==> src/rtl/io_controller_pkg.sv <==
// Shared definitions for the CPU I/O controller: op encodings, FSM states
// and the active-low 7-segment digit table.
package io_controller_pkg;

  localparam int unsigned OP_W  = 2;
  localparam int unsigned SEG_W = 7;

  localparam logic [OP_W-1:0] OP_NONE = 2'b00;
  localparam logic [OP_W-1:0] OP_IN   = 2'b01;
  localparam logic [OP_W-1:0] OP_OUT  = 2'b10;

  typedef enum logic [1:0] {
    ST_IDLE    = 2'd0,
    ST_WAIT_IN = 2'd1,
    ST_DONE    = 2'd2
  } in_state_t;

  // Segment order {g,f,e,d,c,b,a}, low = lit; non-decimal codes blank the digit.
  function automatic logic [SEG_W-1:0] seg_decode(input logic [3:0] digit);
    logic [SEG_W-1:0] seg;
    case (digit)
      4'd0:    seg = 7'h40;
      4'd1:    seg = 7'h79;
      4'd2:    seg = 7'h24;
      4'd3:    seg = 7'h30;
      4'd4:    seg = 7'h19;
      4'd5:    seg = 7'h12;
      4'd6:    seg = 7'h02;
      4'd7:    seg = 7'h78;
      4'd8:    seg = 7'h00;
      4'd9:    seg = 7'h10;
      default: seg = 7'h7F;
    endcase
    return seg;
  endfunction

endpackage

==> src/rtl/io_controller_debounce.sv <==
// Push-button conditioning: 2-flop synchronizer, level debouncer and
// rising-edge detector producing a single-cycle press pulse.
module io_debounce #(
  parameter int unsigned DEBOUNCE_CYCLES = 16
) (
  input  logic clk,
  input  logic rst_n,
  input  logic i_button,
  output logic o_press_c
);

  localparam int unsigned CW = (DEBOUNCE_CYCLES > 2) ? $clog2(DEBOUNCE_CYCLES) : 1;

  logic          r_s1;
  logic          r_s2;
  logic          r_db;
  logic          r_db_d;
  logic [CW-1:0] r_cnt;

  // Counter tracks consecutive samples disagreeing with the accepted level.
  always_ff @(posedge clk or negedge rst_n) begin
    if (!rst_n) begin
      r_s1   <= 1'b0;
      r_s2   <= 1'b0;
      r_db   <= 1'b0;
      r_db_d <= 1'b0;
      r_cnt  <= '0;
    end else begin
      r_s1   <= i_button;
      r_s2   <= r_s1;
      r_db_d <= r_db;
      if (r_s2 == r_db) begin
        r_cnt <= '0;
      end else if (r_cnt == CW'(DEBOUNCE_CYCLES - 1)) begin
        r_db  <= r_s2;
        r_cnt <= '0;
      end else begin
        r_cnt <= r_cnt + CW'(1);
      end
    end
  end

  assign o_press_c = r_db & ~r_db_d;

endmodule

==> src/rtl/io_controller.sv <==
// CPU-facing I/O block: switch capture on IN (stalls until a debounced press)
// and double-dabble BCD conversion of OUT values onto 7-segment digits.
module io_controller
  import io_controller_pkg::*;
#(
  parameter int unsigned DATA_WIDTH      = 32,
  parameter int unsigned SW_WIDTH        = 18,
  parameter int unsigned NUM_DIGITS      = 4,
  parameter int unsigned DEBOUNCE_CYCLES = 16
) (
  input  logic                        clk,
  input  logic                        rst_n,
  input  logic [SW_WIDTH-1:0]         switches,
  input  logic                        button,
  input  logic [1:0]                  op_io,
  input  logic [DATA_WIDTH-1:0]       data_disp,
  output logic [DATA_WIDTH-1:0]       s_io,
  output logic                        wait_flag,
  output logic                        disp_busy,
  output logic                        disp_ovf,
  output logic [SEG_W*NUM_DIGITS-1:0] displays
);

  localparam int unsigned BCD_W = 4 * NUM_DIGITS;
  localparam int unsigned CNT_W = $clog2(DATA_WIDTH + 1);

  in_state_t             r_state;
  in_state_t             w_next;
  logic                  w_press;
  logic                  w_wait;
  logic                  w_capture;
  logic [DATA_WIDTH-1:0] r_s_io;

  logic [DATA_WIDTH-1:0] r_bin;
  logic [BCD_W-1:0]      r_bcd;
  logic [BCD_W-1:0]      w_adj;
  logic [BCD_W-1:0]      w_shift;
  logic                  w_out_bit;
  logic                  r_ovf_acc;
  logic [CNT_W-1:0]      r_cnt;
  logic                  r_busy;
  logic                  r_done;
  logic [BCD_W-1:0]      r_digits;
  logic                  r_ovf;

  io_debounce #(
    .DEBOUNCE_CYCLES(DEBOUNCE_CYCLES)
  ) u_debounce (
    .clk      (clk),
    .rst_n    (rst_n),
    .i_button (button),
    .o_press_c(w_press)
  );

  always_ff @(posedge clk or negedge rst_n) begin
    if (!rst_n) begin
      r_state <= ST_IDLE;
    end else begin
      r_state <= w_next;
    end
  end

  // Input FSM: presses outside WAIT_IN are ignored; leaving IN aborts the wait.
  always_comb begin
    w_next    = r_state;
    w_wait    = 1'b0;
    w_capture = 1'b0;
    case (r_state)
      ST_IDLE: begin
        if (op_io == OP_IN) begin
          w_wait = 1'b1;
          w_next = ST_WAIT_IN;
        end
      end
      ST_WAIT_IN: begin
        if (op_io != OP_IN) begin
          w_next = ST_IDLE;
        end else begin
          w_wait = 1'b1;
          if (w_press) begin
            w_capture = 1'b1;
            w_next    = ST_DONE;
          end
        end
      end
      ST_DONE: w_next = ST_IDLE;
      default: w_next = ST_IDLE;
    endcase
  end

  // The stall is combinational from op_io, so it must also be masked by reset.
  assign wait_flag = w_wait & rst_n;

  always_ff @(posedge clk or negedge rst_n) begin
    if (!rst_n) begin
      r_s_io <= '0;
    end else if (w_capture) begin
      r_s_io <= DATA_WIDTH'(switches);
    end
  end

  // One double-dabble step: add 3 to digits >= 5, then shift in the next MSB.
  always_comb begin
    w_adj = r_bcd;
    for (int k = 0; k < int'(NUM_DIGITS); k++) begin
      if (r_bcd[4*k +: 4] >= 4'd5) begin
        w_adj[4*k +: 4] = r_bcd[4*k +: 4] + 4'd3;
      end
    end
    w_shift   = {w_adj[BCD_W-2:0], r_bin[DATA_WIDTH-1]};
    w_out_bit = w_adj[BCD_W-1];
  end

  // A new OUT always restarts; a 1 leaving the top digit marks overflow.
  always_ff @(posedge clk or negedge rst_n) begin
    if (!rst_n) begin
      r_bin     <= '0;
      r_bcd     <= '0;
      r_ovf_acc <= 1'b0;
      r_cnt     <= '0;
      r_busy    <= 1'b0;
      r_done    <= 1'b0;
    end else if (op_io == OP_OUT) begin
      r_bin     <= data_disp;
      r_bcd     <= '0;
      r_ovf_acc <= 1'b0;
      r_cnt     <= CNT_W'(DATA_WIDTH);
      r_busy    <= 1'b1;
      r_done    <= 1'b0;
    end else if (r_busy) begin
      r_bin     <= r_bin << 1;
      r_bcd     <= w_shift;
      r_ovf_acc <= r_ovf_acc | w_out_bit;
      r_cnt     <= r_cnt - CNT_W'(1);
      r_busy    <= (r_cnt != CNT_W'(1));
      r_done    <= (r_cnt == CNT_W'(1));
    end else begin
      r_done    <= 1'b0;
    end
  end

  always_ff @(posedge clk or negedge rst_n) begin
    if (!rst_n) begin
      r_digits <= '0;
      r_ovf    <= 1'b0;
    end else if (r_done) begin
      r_digits <= r_bcd;
      r_ovf    <= r_ovf_acc;
    end
  end

  for (genvar g = 0; g < int'(NUM_DIGITS); g++) begin : g_seg
    assign displays[SEG_W*g +: SEG_W] = seg_decode(r_digits[4*g +: 4]);
  end

  assign s_io      = r_s_io;
  assign disp_busy = r_busy;
  assign disp_ovf  = r_ovf;

endmodule

==> config.mk <==
export PLATFORM = sky130hd
export DESIGN_NAME = io_controller
export DESIGN_NICKNAME = d
export VERILOG_FILES = /design/src/rtl/io_controller_pkg.sv /design/src/rtl/io_controller_debounce.sv /design/src/rtl/io_controller.sv
export SDC_FILE = /design/constraint.sdc
export NUM_CORES = 1
export LEC_CHECK = 0
export CAP_MARGIN = 20
export CORE_UTILIZATION = 40
export CTS_CLUSTER_DIAMETER = 100
export DETAILED_ROUTE_END_ITERATION = 7
export HOLD_SLACK_MARGIN = 0.03
export PLACE_DENSITY_LB_ADDON = 0.05
export SETUP_SLACK_MARGIN = 0.5
export SLEW_MARGIN = 20
export SYNTH_ARGS = -nofsm -noshare
export SYNTH_HDL_FRONTEND = slang
export SYNTH_SLANG_ARGS = --single-unit
==> constraint.sdc <==
create_clock -name clk -period 1.6 [get_ports clk]
set_input_delay 0.4 -clock clk [delete_from_list [all_inputs] [get_ports clk]]
set_output_delay 0.4 -clock clk [all_outputs]
set_load 0.05 [all_outputs]
* Word-level counts from Yosys, hierarchy flattened
Memory sizes are Yosys's and may differ from the RTL's.
Cells that the tools add are included.
** Cells by class
- Add/sub/neg operators :: 6
- Multiplexer cells :: 28
- Bitwise operators :: 5
- Div/mod/pow operators :: 0
- Equality and inequality tests :: 10
- Reduce and logical (&&, ||, !) cells :: 4
- $lt $le $gt $ge :: 4
- Shift-type cells :: 0
- Multiply operators :: 0
** Operators with widths (number)
- $mux 32 :: 2
- $mux 16 :: 2
- $mux 4 :: 6
- $add 4x2->4 const B :: 4
- $ge 4x3->1 const B :: 4
- $mux 6 :: 2
- $mux 1 :: 11
- $eq 6x1->1 const B :: 1
- $mux 2 :: 3
- $ne 6x1->1 const B :: 1
- $sub 6x1->6 const B :: 1
- $add 4x1->4 const B :: 1
- $eq 2x1->1 const B :: 2
- $eq 4x4->1 const B :: 1
- $pmux 2 s2 :: 1
- $reduce_and 2->1 :: 2
- $ne 3x2->1 const B :: 1
- $and 1x1->1 :: 2
- $eq 2x2->1 const B :: 1
- $logic_not 2->1 :: 1
- $ne 2x1->1 const B :: 1
- $ne 2x2->1 const B :: 1
- $not 1->1 :: 2
- $pmux 1 s2 :: 1
- other kinds (3) :: 3
** Storage, ports and cells
- Memory bits (writable) :: 0
- Memories kept :: 4
- Memory bits (read-only) :: 448
- Latch bits :: 0
- Input port bits :: 55
- Flip-flop bits (word level) :: 102
- Word-level logic and storage cells :: 76
** Memories
- (no name shown) :: words 16, bits a word 7, read ports 1, clocked after Yosys merged registers in 0, wr ports 0, RTL line io_controller_pkg.sv:21 : case (digit)
- (no name shown) :: words 16, bits a word 7, read ports 1, clocked after Yosys merged registers in 0, wr ports 0, RTL line io_controller_pkg.sv:21
- (no name shown) :: words 16, bits a word 7, read ports 1, clocked after Yosys merged registers in 0, wr ports 0, RTL line io_controller_pkg.sv:21
- (no name shown) :: words 16, bits a word 7, read ports 1, clocked after Yosys merged registers in 0, wr ports 0, RTL line io_controller_pkg.sv:21

* Depth between registers and ports, before layout
- Depth in word-level cells :: 5
- Mapped depth :: 6
- Mapped depth without buffers :: 6

* By module
A second synthesis with hierarchy kept.
** Unflattened totals
- Cell total of the unflattened synthesis :: 560
- Area total of the unflattened synthesis :: 5510.3 um2
** Modules (own cells, without submodules)
- io_controller :: cells an instance 538, times used 1, seq. area each 2352.3 um2, area each 5198.7 um2
- io_debounce :: cells an instance 22, times used 1, seq. area each 200.2 um2, area each 311.5 um2

* Worst setup path after synthesis
OpenSTA, ideal clock, no wires.
- Path kind :: reg2out
- Start :: register r_digits[5]
- End :: output port displays[11]
- Stages on the path, launching flop included :: 6
- Data required time :: 1200 ps
- Setup slack :: -679 ps
- Path buffers :: 0
- Data arrival time :: 1879 ps
- Cells stage by stage :: dfrtp_1 -> inv_1 -> ha_1 -> nand2_1 -> o21ai_0 -> o21ai_0
** Between the ends
- Cells in the longest elaborated chain, start to end :: 1
** Ends and longest elaborated chain
- start: declaration :: RTL line io_controller.sv:43 : logic [BCD_W-1:0] r_digits;
- start signal: assignment :: RTL line io_controller.sv:147 : r_digits <= r_bcd;
- $mem_v2 16x7
- end: declaration :: RTL line io_controller.sv:21 : output logic [SEG_W*NUM_DIGITS-1:0] displays
Every way passes these cells.

* Final worst setup path
- Start :: register r_digits[1]
- End :: output port displays[3]
The elaborated chain is that of the path after synthesis.

==> metrics.cfg <==
[final_layout]
nets = 880
multi_input_area_um2 = 4030
regArea_um2 = 2570
finalCoreUtilization_pct = 77.3
diodes = 0
drive_gt1_share_pct = 55.8
fin_cells = 974
syn_to_final_growth_pct = 89.1
num-fill-cells = 787

[floorplan]
design.core.area_um2 = 13200
die_y_um = 118
die_w_um = 118
rows = 42
initial_utilization_pct = 40.9
dieArea_um2 = 14000
ios = 118

[global_routing]
grt_overflow = 0
grt_pass1_vias = 4987
antenna_found_initial = 0
grt_max_degree = 103
grt_pass1_wl_mm = 24.5
grtUsageTotal_pct = 21.9

[worst_setup_path]
cp-startpoint = r_digits[1]$_DFFE_PN0P_
r2r_start = disp_busy$_DFF_PN0_
cp.required_ns = 1.20
cp_slowest_stage_delay_ns = 0.40
r2r-end = r_cnt[5]$_DFFE_PN0P_
critPathBufInv = 2
cp.depth = 6
arrival_ns = 1.60
critical_path_class = reg -> out
crit_slowest_cell = dfrtp_1
endpoint_kind = output pin
r2r_slack_ns = -0.01
cp_cell_sequence = inv_4, ha_4, or2_4, a21oi_4, a31oi_4, buf_6
worst-path-max-fanout = 5
endpoint = displays[3]
start_kind = flop
crit_family = flip-flops
ff2ff_path_depth = 6

[pwr]
p_int_mw = 10.3
ir_drop_v = 0.000902
seqPwrFrac_pct = 22.9
power_density_nw_per_um2 = 1780
p_leak_nw = 4.49
p_sw_mw = 8.02
p_sw_share_pct = 43.9
pwr-share-clk_pct = 10.9
pwr-share-comb_pct = 66.1

[synthesis]
ys_types = 45
yosysMostFrequentCell = dfrtp_1
synth_top_area_cell = dfrtp_1
ys_ff_latch = 102
ys_warn_count = 0
ys_seq_area_share_pct = 47.1
syn_area_um2 = 5420
synth_area_leaders = dfrtp_1, ha_1, o21ai_0
synth-async-reset-ratio_pct = 100
synth_top_area_share_pct = 47.1
ys.flop_type = dfrtp_1
synth_edf_count = 0
syn_avg_cell_area_um2 = 9.67
synthCells = 560
synthTopCellsByCount = dfrtp_1, nand2_1, o21ai_0

[clocking]
htree_levels = 3
ctsHoldBuffers = 0
cts_made_buffers = 9
clock_tree.root_cell = clkbuf_16
clk_path_buf_depth = 2
cts_tree = yes
clkTransAtPathRegs_ns = 0.07
cts_num_sinks = 102
insertion_delay_ns = 0.34

[drt]
drtPass1Iterations = 4
drtIter0Drc = 215
vias = 4977
drt-total-wl_mm = 16.2
via_per_inst = 5.11
drc = 0
antenna_left = 0
routedWlPerCell_um = 16.7

[sta]
setup_viol = 29
post-route-period-util_pct = 125
period_minus_slack_ns = 2.00
fin_ws_ns = -0.404
tightest_slew_ns = 0.539
rsz0062_at_grt = yes
clock_skew_ns = 0.00976
finalMaxSlewViolations = 0
hold_violations = 0
max_freq_ghz = 0.499
maxSlewHeadroom_pct = 64.0

[outcome]
failed_checks = negative setup slack
outcome = complete, but fails checks

[placement]
pre_cts_slack_ns = -0.321
port-buffer-count = 103
hpwl_mm = 8.48
place.gp.congestion = 0.777
numPlacedInstances = 868

[hold_path]
min_path_type = in -> async

[flow_run]
maxCapViolCount = 0

==> worst min path at each step <==
stage	start	to	slack (ns)	cells after the start
after detailed placement	u_debounce.r_s1$_DFF_PN0_	u_debounce.r_s2$_DFF_PN0_	0.34	0
after global placement	u_debounce.r_s1$_DFF_PN0_	u_debounce.r_s2$_DFF_PN0_	0.33	0
final	rst_n	r_bcd[12]$_DFFE_PN0P_	0.18	2
after CTS	rst_n	disp_ovf$_DFFE_PN0P_	0.21	2
after floorplan	rst_n	disp_busy$_DFF_PN0_	0.10	0
after global routing	rst_n	r_digits[15]$_DFFE_PN0P_	0.18	2
==> through the flow <==
step	setup TNS [ns]	cell area [um2]	power, mW	hold WS [ns]
after floorplan	-0.0350	6130	9.77	0.104
after detailed placement	-9.28	7850	12.3	0.343
after CTS	-9.27	9570	16.7	0.212
final	-9.30	10200	18.3	0.179
after global routing	-10.81	10200	19.1	0.184
after global placement	-8.10	7850	12.1	0.332
==> layout by cell type (no fill, tap or decap), drive strengths merged, types with 2 or more instances in the layout <==
master	netlist	final
xor2	3	3
inv	25	24
nor3	9	9
nor2	45	45
clkdlybuf4s50	0	51
buf	24	195
a31oi	10	10
xnor2	5	5
or2	6	6
a31o	2	2
nor2b	2	2
nand2b	8	8
ha	31	31
dfrtp	102	102
a22oi	2	2
nand3	8	8
o21ai	72	72
clkinv	1	3
nand4	2	2
bufbuf	0	2
mux2	24	24
mux2i	33	33
conb	1	14
nand2	79	79
a21oi	29	29
clkbuf	17	15
nor3b	2	2
a211oi	4	4
and3	3	3
==> final cells by class <==
cell class | instances | area share, %
clock buffers | 13 | 2.44
clock inverters | 2 | 0.0977
inverters | 26 | 1.11
multi-input cells | 404 | 39.4
flip-flops and latches | 102 | 25.1
well taps | 176 | 2.15
repair buffers | 251 | 29.8
==> repair_timing <==
item,in CTS,in global routing
gates resized for setup,204,91
gates cloned,10,2
pin swaps,74,54
buffers inserted,55,24
setup endpoints to repair,137,127
==> routing by layer <==
| layer | vias to the layer above | global-route usage, % | wire length (um) | part of all wire, % |
|---|---|---|---|---|
| met4 | 0 | 9.13 | 459 | 2.8 |
| met1 | 2446 | 26.8 | 6560 | 40 |
| met5 | - | 0 | 0 | 0 |
| met2 | 133 | 38.5 | 8630 | 53 |
| met3 | 32 | 3.04 | 585 | 3.6 |
| li1 | 2366 | - | - | - |
==> worst register-to-register path, stage by stage, from the launching register on <==
cell and delay (ns):
dfrtp_2 0.45, buf_6 0.13, buf_8 0.10, clkinvlp_4 0.16, nor4_4 0.35, and3_1 0.23
o21ai_1 0.07
==> kinds of logic (layout without fill, tap and decap cells) <==
| group | after synthesis | after routing | share of synthesized area, % |
|---|---|---|---|
| and+or+nand+nor | 167 | 167 | 13.6 |
| adders and majority gates | 31 | 31 | 7.16 |
| buffers and inverters | 67 | 292 | 6.17 |
| xor gates and xnor gates | 8 | 8 | 1.29 |
| muxes | 57 | 57 | 11.7 |
| other | 1 | 14 | 0.0692 |
| AOI/OAI and AO/OA | 127 | 127 | 12.9 |
| DFF | 102 | 102 | 47.1 |
==> registers in the layout, indices dropped and copies added, names as in the netlist, 2 cells and up <==
signal,cells
r_state,2
r_bin,32
s_io,18
r_cnt,6
u_debounce.r_cnt,4
r_bcd,16
r_digits,16
==> power groups by stage <==
stage / combinational [mW] / clock (mW) / sequential [mW]
after floorplan: 5.83 / 0 / 3.95
after global placement: 8.13 / 0 / 4.00
after detailed placement: 8.30 / 0 / 4.02
after CTS: 10.6 / 2.02 / 4.05
after global routing: 12.7 / 2.13 / 4.27
final: 12.1 / 1.99 / 4.19
Power figures use the tool's default switching activity.
